## src/rtl/manch_de.sv

```systemverilog
// manch_de: Manchester decoder with 16x oversampling.
// Recovers framed bytes (sync bit, 8 data bits MSB first, optional parity bit)
// from the mdi line and presents them on dout with a data_ready/rdn handshake.
// Handshake: data_ready rises when a byte is loaded into dout; a rising edge of
// the synchronised rdn strobe clears data_ready and ovr_err. A load while
// data_ready is still set (and no read edge that cycle) raises ovr_err.
// Optional feature macro: MANCH_DE_PARITY_EN (adds the even-parity bit and PAR state).
module manch_de (
    input  logic       clk16x,
    input  logic       rstn,
    input  logic       mdi,
    input  logic       rdn,
    output logic [7:0] dout,
    output logic       data_ready,
    output logic       cv_err,
    output logic       par_err,
    output logic       ovr_err,
    output logic [1:0] state_dbg
);

`ifdef MANCH_DE_PARITY_EN
    typedef enum logic [1:0] {IDLE = 2'd0, SYNC = 2'd1, DATA = 2'd2, PAR = 2'd3} state_t;
    logic [7:0] shreg;
`else
    typedef enum logic [1:0] {IDLE = 2'd0, SYNC = 2'd1, DATA = 2'd2} state_t;
    logic [6:0] shreg;
`endif

    state_t     state, state_nx;
    logic       mdi_m, mdi_s, mdi_h;
    logic       rdn_m, rdn_s, rdn_h;
    logic [3:0] cnt;
    logic [2:0] bit_idx;
    logic       samp_a, samp_b;
    logic       mdi_rise, rd_edge, eval, bit_ok;
    logic       shift_en, load, viol;
    logic [7:0] load_byte;

    assign mdi_rise  = mdi_s & ~mdi_h;
    assign rd_edge   = rdn_s & ~rdn_h;
    assign eval      = (cnt == 4'd15);
    assign bit_ok    = samp_a ^ samp_b;
    assign state_dbg = state;

`ifdef MANCH_DE_PARITY_EN
    // Parity mode: the byte is complete in shreg by the time the parity bit ends.
    assign load_byte = shreg;
`else
    // No parity: the load coincides with the last data bit, so merge it in here.
    assign load_byte = {shreg, samp_a};
`endif

    // Two-flop synchronisers plus one history flop for edge detection.
    always_ff @(posedge clk16x or negedge rstn) begin
        if (!rstn) begin
            {mdi_m, mdi_s, mdi_h} <= 3'b000;
            {rdn_m, rdn_s, rdn_h} <= 3'b111;
        end else begin
            {mdi_m, mdi_s, mdi_h} <= {mdi, mdi_m, mdi_s};
            {rdn_m, rdn_s, rdn_h} <= {rdn, rdn_m, rdn_s};
        end
    end

    // State register.
    always_ff @(posedge clk16x or negedge rstn) begin
        if (!rstn) state <= IDLE;
        else       state <= state_nx;
    end

    // Next-state logic: bits are judged only at the end of each bit period.
    always_comb begin
        state_nx = state;
        case (state)
            IDLE: if (mdi_rise) state_nx = SYNC;
            SYNC: if (eval) state_nx = (bit_ok && samp_a) ? DATA : IDLE;
            DATA: begin
                if (eval) begin
                    if (!bit_ok) state_nx = IDLE;
                    else if (bit_idx == 3'd7) begin
`ifdef MANCH_DE_PARITY_EN
                        state_nx = PAR;
`else
                        state_nx = IDLE;
`endif
                    end
                end
            end
`ifdef MANCH_DE_PARITY_EN
            PAR: if (eval) state_nx = IDLE;
`endif
            default: state_nx = IDLE;
        endcase
    end

    // Control outputs: shift a data bit, load the output register, or flag a violation.
    always_comb begin
        shift_en = 1'b0;
        load     = 1'b0;
        viol     = 1'b0;
        case (state)
            DATA: begin
                if (eval) begin
                    if (!bit_ok) viol = 1'b1;
                    else begin
                        shift_en = 1'b1;
`ifndef MANCH_DE_PARITY_EN
                        if (bit_idx == 3'd7) load = 1'b1;
`endif
                    end
                end
            end
`ifdef MANCH_DE_PARITY_EN
            PAR: begin
                if (eval) begin
                    if (!bit_ok) viol = 1'b1;
                    else         load = 1'b1;
                end
            end
`endif
            default: ;
        endcase
    end

    // Bit timing: cnt runs only inside a frame; samples at the middle of each half-bit.
    always_ff @(posedge clk16x or negedge rstn) begin
        if (!rstn) begin
            cnt     <= 4'd0;
            bit_idx <= 3'd0;
            samp_a  <= 1'b0;
            samp_b  <= 1'b0;
        end else begin
            if (state == IDLE) begin
                cnt     <= 4'd0;
                bit_idx <= 3'd0;
            end else begin
                cnt <= cnt + 4'd1;
                if (shift_en) bit_idx <= bit_idx + 3'd1;
            end
            if (cnt == 4'd4)  samp_a <= mdi_s;
            if (cnt == 4'd12) samp_b <= mdi_s;
        end
    end

    // Data shift register, MSB first.
    always_ff @(posedge clk16x or negedge rstn) begin
        if (!rstn) shreg <= '0;
`ifdef MANCH_DE_PARITY_EN
        else if (shift_en) shreg <= {shreg[6:0], samp_a};
`else
        else if (shift_en) shreg <= {shreg[5:0], samp_a};
`endif
    end

    // Host-side registers: a load overrides a same-cycle read for data_ready.
    always_ff @(posedge clk16x or negedge rstn) begin
        if (!rstn) begin
            dout       <= 8'h00;
            data_ready <= 1'b0;
            ovr_err    <= 1'b0;
            cv_err     <= 1'b0;
        end else begin
            cv_err <= viol;
            if (rd_edge) begin
                data_ready <= 1'b0;
                ovr_err    <= 1'b0;
            end
            if (load) begin
                dout       <= load_byte;
                data_ready <= 1'b1;
                if (data_ready && !rd_edge) ovr_err <= 1'b1;
            end
        end
    end

`ifdef MANCH_DE_PARITY_EN
    // Parity status of the byte in dout; samp_a holds the received parity bit at load.
    always_ff @(posedge clk16x or negedge rstn) begin
        if (!rstn)     par_err <= 1'b0;
        else if (load) par_err <= samp_a ^ (^shreg);
    end
`else
    assign par_err = 1'b0;
`endif

endmodule

```

## config.mk

```make
export PLATFORM = sky130hd
export DESIGN_NAME = manch_de
export DESIGN_NICKNAME = d
export VERILOG_FILES = /design/src/rtl/manch_de.sv
export SDC_FILE = /design/constraint.sdc
export NUM_CORES = 1
export LEC_CHECK = 0
export CAP_MARGIN = 20
export CORE_MARGIN = 1.5
export CORE_UTILIZATION = 45
export DETAILED_ROUTE_END_ITERATION = 8
export PLACE_DENSITY_LB_ADDON = 0.08
export SYNTH_ARGS = -nofsm -noshare
export SYNTH_HDL_FRONTEND = slang
export SYNTH_SLANG_ARGS = --single-unit
```

## constraint.sdc

```tcl
create_clock -name clk16x -period 2.1 [get_ports clk16x]
set_input_delay 0.21 -clock clk16x [delete_from_list [all_inputs] [get_ports clk16x]]
set_output_delay 0.21 -clock clk16x [all_outputs]
set_load 0.05 [all_outputs]
```

After elaboration in Yosys (flattened, before gate mapping):

Index checks and enable logic that the tools add are counted.

* output and inout bits: 14
* input port bits: 4
* register bits after elaboration: 35
* word-level logic and storage cells: 65

* bitwise logic cells: 5
* muxes and demuxes: 25
* reductions and logical operators: 7
* $add $sub $neg: 2
* equality and inequality tests: 10

Operators with widths (number)
* $mux W1: 15
* $mux W2: 6
* $eq A4 B4 Y1 const B: 2
* $mux W3: 2
* $ne A2 B2 Y1 const B: 3
* $pmux W2 S3: 1
* $add A4 B1 Y4 const B: 1
* $eq A4 B3 Y1 const B: 1
* $mux W4: 1
* $reduce_and A4 Y1: 1
* $reduce_bool A2 Y1: 2
* $add A3 B1 Y3 const B: 1
* $eq A3 B3 Y1 const B: 1
* $ne A3 B3 Y1 const B: 1
* $and A1 B1 Y1: 2
* $eq A2 B1 Y1 const B: 1
* $eq A2 B2 Y1 const B: 1
* $logic_and A1 B1 Y1: 2
* $logic_not A2 Y1: 1
* $not A1 Y1: 2
* $logic_not A1 Y1: 1
* $xor A1 B1 Y1: 1

Logic depth before layout (Yosys ltp):

Gate-level depths: netlist (run 1).

* word-level depth: 6
* mapped depth: 5

Worst setup path after synthesis (run 1):

No wires, ideal clock.

* path kind: reg2reg
* start: register state[0] (netlist: state_dbg[0])
* end: register dout[0]
* library setup time: 0.125 ns
* path slack: 0.488 ns
* arrival time: 1.487 ns
* stages on the path, launching flop included: 4
* required time: 1.975 ns
* cell sequence: dfrtp_1 -> and4bb_2 -> nand2_2 -> mux2_2

* word-level cells in the longest chain between the ends: 2

RTL lines
* from (decl): line 29 `state_t state, state_nx;`
* from (signal assigned): line 67 `else state <= state_nx;`
* $eq A2 B2 Y1: line 100 `case (state)`
* $mux W1: line 100
* to (signal assigned): line 168 `dout <= load_byte;`
* to (decl): line 13 `output logic [7:0] dout,`

No other way between the ends.
A chain may end at the register's enable or synchronous reset.

Worst setup path in the final report (run 1):

* start: register state[0] (netlist: state_dbg[0])
* end: output state_dbg[0]

RTL lines
* to (decl): line 18 `output logic [1:0] state_dbg`

No word-level cell between the ends.

==> metrics.txt, run 1 <==
status=complete, no violations; Largest stage delay, worst path=0.85 ns; Mapped Avg Cell Area=between 10 and 15 µm²; all-layer global routing usage=0.142; Setup Slack @ Placement=between 0.3 and 0.4 ns; number of global-route vias before repair=780; Vias=about 790; routed length per instance=between 10 and 15 µm; Area Overhead vs Synth=19.9%; Final period util=0.888; CTS tree=built; Crit Path Max Fanout=8; placed cell areas=roughly 0.0016 mm²; grt ovf=0; Core Box Area=a little over 0.003 mm²; critical path depth=1; Final setup violation count=0; H-Tree Level Count=2; Slew Viols, Final=0; min-delay worst type=input pin to async pin; Worst Slack Setup Final=about 0.24 ns; MaxCap Viol Count=0; Crit Path Class=register to primary output; placed cell count=~160; M1 WL=roughly 960 µm; Met3 Routed Length=~96 µm; area of the mapped netlist=between 0.001 and 0.0015 mm²; final design instance area without fill=around 0.0017 mm²; CP Capture Type=primary output; # Post-CTS Setup Buffers=0; Seq/Total Area, Yosys=0.615; routability cong.=0.630; Num CTS Buffers=5; Port Buffer Count=16; DRC=0; nets@finish=130; Synth Register Bits=35; Worst Setup Start Kind=register; setup tns final=0 ns; post_cts resized=0; Worst VDD drop=0.000520 V; clock sink total=35; Die ar.=0.00353 mm²; arrival time worst endpoint=between 1.5 and 2 ns; Non-Filler Instances=166; Worst-path clk slew=0.12 ns; Detailed Route WL=about 2.1 mm; cts hold-fix bufs=0; critical path, cell by cell=clkdlybuf4s50_1; max layer used=met4; syn nets=108; Worst-Skew Late Latency=0.35 ns; Die W=59.4 µm; fmax=between 500 and 600 MHz; Hold Vio Cnt, Final=0; Final ANT Viol Nets=0; final core occ=0.567; die height=59.4 µm; Slew HR=0.669; Starting Density=0.473; final clock skew=between 0.015 and 0.02 ns; Final Power=about 1.6 mW; DR iter-0 viols=26; first-pass GRT wire length=~3.5 mm; FP Rows=20; DRT Pass-1 Iters=4; dpl hpwl=about 1.4 mm; io pins=18; initial antenna violation count=0; RSZ-0062 raised after global routing=no; Longest Clk Path Bufs=2; worst-margin pin slew=between 0.4 and 0.5 ns; Worst Reg-to-Reg Cells=5; Critical Path RT=about 1.9 ns; crit-path leading delay family=buffers and inverters; Yosys cell types=27; share of cells above drive strength 1=0.295; Tmin final=1.86 ns; largest net degree at the start of global routing=36; Power Dens Cells=925 mW/mm²; Gate Count Post-Synth=slightly below 100; Via-to-Cell Ratio=4.74; yosys warns=0; DR WL met2=~970 µm; clock root cell=clkbuf_4; Bufs and invs on worst path=1; Min Hold Slack=0.264 ns; Leak=0.863 nW; n_diodes=0; Slowest-stage cell, CP=clkdlybuf4s50_1
[registers in the layout, indices dropped and copies added, names as in the netlist]
| register | cells |
|---|---|
| cnt | 4 |
| state_dbg | 2 |
| data_ready | 1 |
| mdi_m | 1 |
| rdn_m | 1 |
| rdn_s | 1 |
| shreg | 7 |
| cv_err | 1 |
| rdn_h | 1 |
| samp_a | 1 |
| samp_b | 1 |
| bit_idx | 3 |
| dout | 8 |
| mdi_h | 1 |
| mdi_s | 1 |
| ovr_err | 1 |
[Yosys cell counts (all sizes together)]
library cell	number	area share
o21ai	3	0.010
nor3b	1	0.0052
nor2	6	0.016
a21oi	2	0.0070
conb	1	0.0026
mux2i	1	0.0070
o31ai	1	0.0052
nand3	3	0.010
dfstp	3	0.055
nor2b	4	0.017
nand3b	2	0.013
nand2	3	0.0096
xnor2	1	0.0061
and3	2	0.013
buf	2	0.013
xor2	1	0.0061
a31oi	1	0.0044
mux2	19	0.17
and4bb	1	0.0087
inv	5	0.013
ha	5	0.044
dfrtp	32	0.56
[area by class of cell]
class                           instances  area (µm²)
Fill cell                             252        1310
Timing Repair Buffer                   17         168
Tap cell                               44        55.1
Clock buffer                            5        37.5
Clock inverter                          3        43.8
Inverter                                5        18.8
Multi-Input combinational cell         57         514
Sequential cell                        35         880
[placed cells by master, fill, tap and decap left out, drive strengths merged]
| cell | instances |
|---|---|
| a31oi | 1 |
| nor2b | 4 |
| xnor2 | 1 |
| o31ai | 1 |
| nor2 | 6 |
| dfrtp | 32 |
| clkinv | 2 |
| clkdlybuf4s50 | 16 |
| nand2 | 3 |
| nor3b | 1 |
| nand3b | 2 |
| and3 | 2 |
| clkbuf | 5 |
| and4bb | 1 |
| bufinv | 1 |
| a21oi | 2 |
| nand3 | 3 |
| o21ai | 3 |
| buf | 1 |
| dfstp | 3 |
| mux2 | 19 |
| xor2 | 1 |
| conb | 1 |
| mux2i | 1 |
| inv | 5 |
| ha | 5 |
[power by group]
| part | switching, mW | internal (mW) |
|---|---|---|
| clock network | 0.232 | 0.250 |
| logic | 0.156 | 0.132 |
| registers | 0.0734 | 0.744 |
| total | 0.461 | 1.13 |
[worst paths after layout]
kind	slack, ns	from	endpoint
worst max-delay path	0.24	state_dbg[0]	state_dbg[0]
max in group asynchronous	1.48	rstn	rdn_s
worst min-delay path	0.26	rstn	cv_err
worst min register to register	0.36	rdn_m	rdn_s
min in group clk16x	0.27	rdn	rdn_m
worst max register to register	0.38	bit_idx[0]	dout[6]
[metal layers]
| metal | global-route usage | up-vias |
|---|---|---|
| met5 | 0 | - |
| met4 | 0.0779 | 0 |
| met1 | 0.171 | 381 |
| met2 | 0.215 | 18 |
| met3 | 0.0590 | 7 |
| li1 | - | 381 |
[cell families (layout without fill, tap and decap cells)]
logic type                 after synthesis  after routing  share of synthesized area
muxes                                   20             20                      0.180
DFF                                     35             35                      0.615
adders and majority gates                5              5                     0.0437
buffers and inverters                    7             30                     0.0262
and+or+nand+nor                         22             22                     0.0935
AOI/OAI and AO/OA                        7              7                     0.0271
other                                    1              1                    0.00262
xor gates and xnor gates                 2              2                     0.0122
Power figures use the tool's default switching activity.
==> run 2, diff against run 1 <==
--- a/config.mk
+++ b/config.mk
@@ -8,6 +8,7 @@
 export CAP_MARGIN = 20
 export CORE_MARGIN = 1.5
 export CORE_UTILIZATION = 45
+export CTS_BUF_LIST = sky130_fd_sc_hd__clkbuf_4
 export DETAILED_ROUTE_END_ITERATION = 8
 export PLACE_DENSITY_LB_ADDON = 0.08
 export SYNTH_ARGS = -nofsm -noshare
==> results of run 2 <==
The final DEF is identical to that of run 1; final timing and power are the same.
==> run 3, diff against run 2 <==
--- a/config.mk
+++ b/config.mk
@@ -5,12 +5,12 @@
 export SDC_FILE = /design/constraint.sdc
 export NUM_CORES = 1
 export LEC_CHECK = 0
-export CAP_MARGIN = 20
+export CAP_MARGIN = 30
 export CORE_MARGIN = 1.5
 export CORE_UTILIZATION = 45
 export CTS_BUF_LIST = sky130_fd_sc_hd__clkbuf_4
 export DETAILED_ROUTE_END_ITERATION = 8
-export PLACE_DENSITY_LB_ADDON = 0.08
+export PLACE_DENSITY_LB_ADDON = 0.1
 export SYNTH_ARGS = -nofsm -noshare
 export SYNTH_HDL_FRONTEND = slang
 export SYNTH_SLANG_ARGS = --single-unit
==> run 3 against run 2 <==
Fmax fell by 0.13%; wire length fell by 3.4%; die area did not move; highest routed layer unchanged; critical path depth did not move; largest cell class unchanged; global-route usage fell by 0.57 points; power fell by 8.7%; largest power group unchanged; sequential power barely moved; first-iteration DRC count fell by 77%; via count rose by 0.13%; flip-flop and latch count did not move.
==> metrics.txt, run 3 (synthesis results as in run 1) <==
all-layer global routing usage=0.136; sw power=around 440 µW; final design instance area without fill=roughly 0.0017 mm²; DR iter-0 viols=6; Reg power frac=0.565; post_cts resized=0; DRC=0; final core occ=0.558; # Post-CTS Setup Buffers=0; critical path depth=1; Slew HR=0.668; Int Power=just over 1 mW; Tmin final=between 1.5 and 2 ns; final clock skew=between 0.015 and 0.02 ns; die height=59.4 µm; MaxCap Viol Count=0; Vias=788; combinational power share=0.198; dpl hpwl=~1.4 mm; cts hold-fix bufs=0; min-delay worst type=input pin to async pin; Worst-path clk slew=between 0.1 and 0.15 ns; setup tns final=0 ns; Leak=approximately 0.85 nW; worst-margin pin slew=around 0.50 ns; Longest Clk Path Bufs=2; leading cell type in the layout, fill and taps excluded=dfrtp_1; Num CTS Buffers=5; Final ANT Viol Nets=0; Worst VDD drop=~0.00057 V; Port Buffer Count=16; Regs by FF count=dout x8, shreg x7, cnt x4; status=complete, no violations; largest net degree at the start of global routing=36; CP Capture Type=primary output; nets@finish=130; Area Overhead vs Synth=18.0%; Slowest-stage cell, CP=clkdlybuf4s50_1; routability cong.=about 0.67; number of flip-flops under the largest register name=8; first-pass GRT wire length=roughly 3.4 mm; clock share of power=0.238; Worst Setup Start Kind=register; CP endpoint=state_dbg[0]; FP Rows=20; Biggest register=dout; Power Dens Cells=roughly 860 mW/mm²; most frequent cells in the layout=dfrtp_1 (32), clkdlybuf4s50_1 (16), mux2_2 (10); Sw Share=0.300; number of global-route vias before repair=a little under 800; critical path, cell by cell=clkdlybuf4s50_1; routed length per instance=12.1 µm; Detailed Route WL=about 2.0 mm; Final setup violation count=0; Crit Path Class=register to primary output; n_diodes=0; io pins=18; H-Tree Level Count=2; share of cells above drive strength 1=0.287; Bufs and invs on worst path=1; RSZ-0062 raised after global routing=no; Worst Reg-to-Reg Cells=5; R2R Path End=dout[4]; CTS tree=built; Final period util=0.889; grt ovf=0; initial antenna violation count=0; DRT Pass-1 Iters=2; Largest stage delay, worst path=about 0.85 ns; Worst setup startpoint=state_dbg[0]; Die ar.=between 0.003 and 0.004 mm²; Critical Path RT=roughly 1.9 ns; Slew Viols, Final=0; Crit Path Max Fanout=8; arrival time worst endpoint=approximately 1.7 ns; worst reg2reg startpoint=bit_idx[0]; fmax=~540 MHz; Starting Density=0.473; placed cell areas=roughly 0.0016 mm²; Core Box Area=0.00303 mm²; clock sink total=35; Hold Vio Cnt, Final=0; Die W=~60 µm; Worst-Skew Late Latency=about 0.34 ns; crit-path leading delay family=buffers and inverters; R2R Setup Slk=around 0.38 ns; Via-to-Cell Ratio=roughly 4.7; clock root cell=clkbuf_4
[run 3: final cells by class]
cell class | instances | area, µm²
Fill cell | 271 | 1340
Multi-Input combinational cell | 57 | 514
Sequential cell | 35 | 880
Clock inverter | 2 | 8.76
Tap cell | 44 | 55.1
Clock buffer | 6 | 45.0
Timing Repair Buffer | 17 | 168
Inverter | 5 | 18.8
[run 3: power groups by stage]
stage	logic (mW)	clock network, mW	registers, mW
final	0.287	0.345	0.819
after floorplan	0.184	0	0.851
after global placement	0.286	0	0.829
after global routing	0.326	0.395	0.833
after CTS	0.295	0.363	0.821
after detailed placement	0.294	0	0.833
[run 3: stage by stage]
stage	hold slack, ns	cells	total power [mW]	worst slack (ns)
detailed placement	0.339	158	1.13	0.378
CTS	0.260	166	1.48	0.207
global route	0.263	166	1.55	0.159
floorplan	-0.0856	99	1.03	0.488
global placement	0.339	158	1.12	0.376
finish	0.271	166	1.45	0.234
[run 3: worst min path at each step]
| stage | start | end | slack (ns) | depth (start not counted) |
|---|---|---|---|---|
| finish | rstn | shreg[4] | 0.27 | 2 |
| global route | rdn | rdn_m | 0.26 | 1 |
| CTS | rdn | rdn_m | 0.26 | 1 |
| detailed placement | mdi_m | mdi_s | 0.34 | 0 |
| global placement | mdi_m | mdi_s | 0.34 | 0 |
| floorplan | rstn | bit_idx[0] | -0.09 | 0 |
[run 3: layer usage]
metal | vias up | track usage | part of all wire
met5 | - | 0 | 0
met4 | 0 | 0.0584 | 0.012
met3 | 3 | 0.0655 | 0.052
met1 | 389 | 0.165 | 0.47
met2 | 17 | 0.207 | 0.46
li1 | 379 | - | -
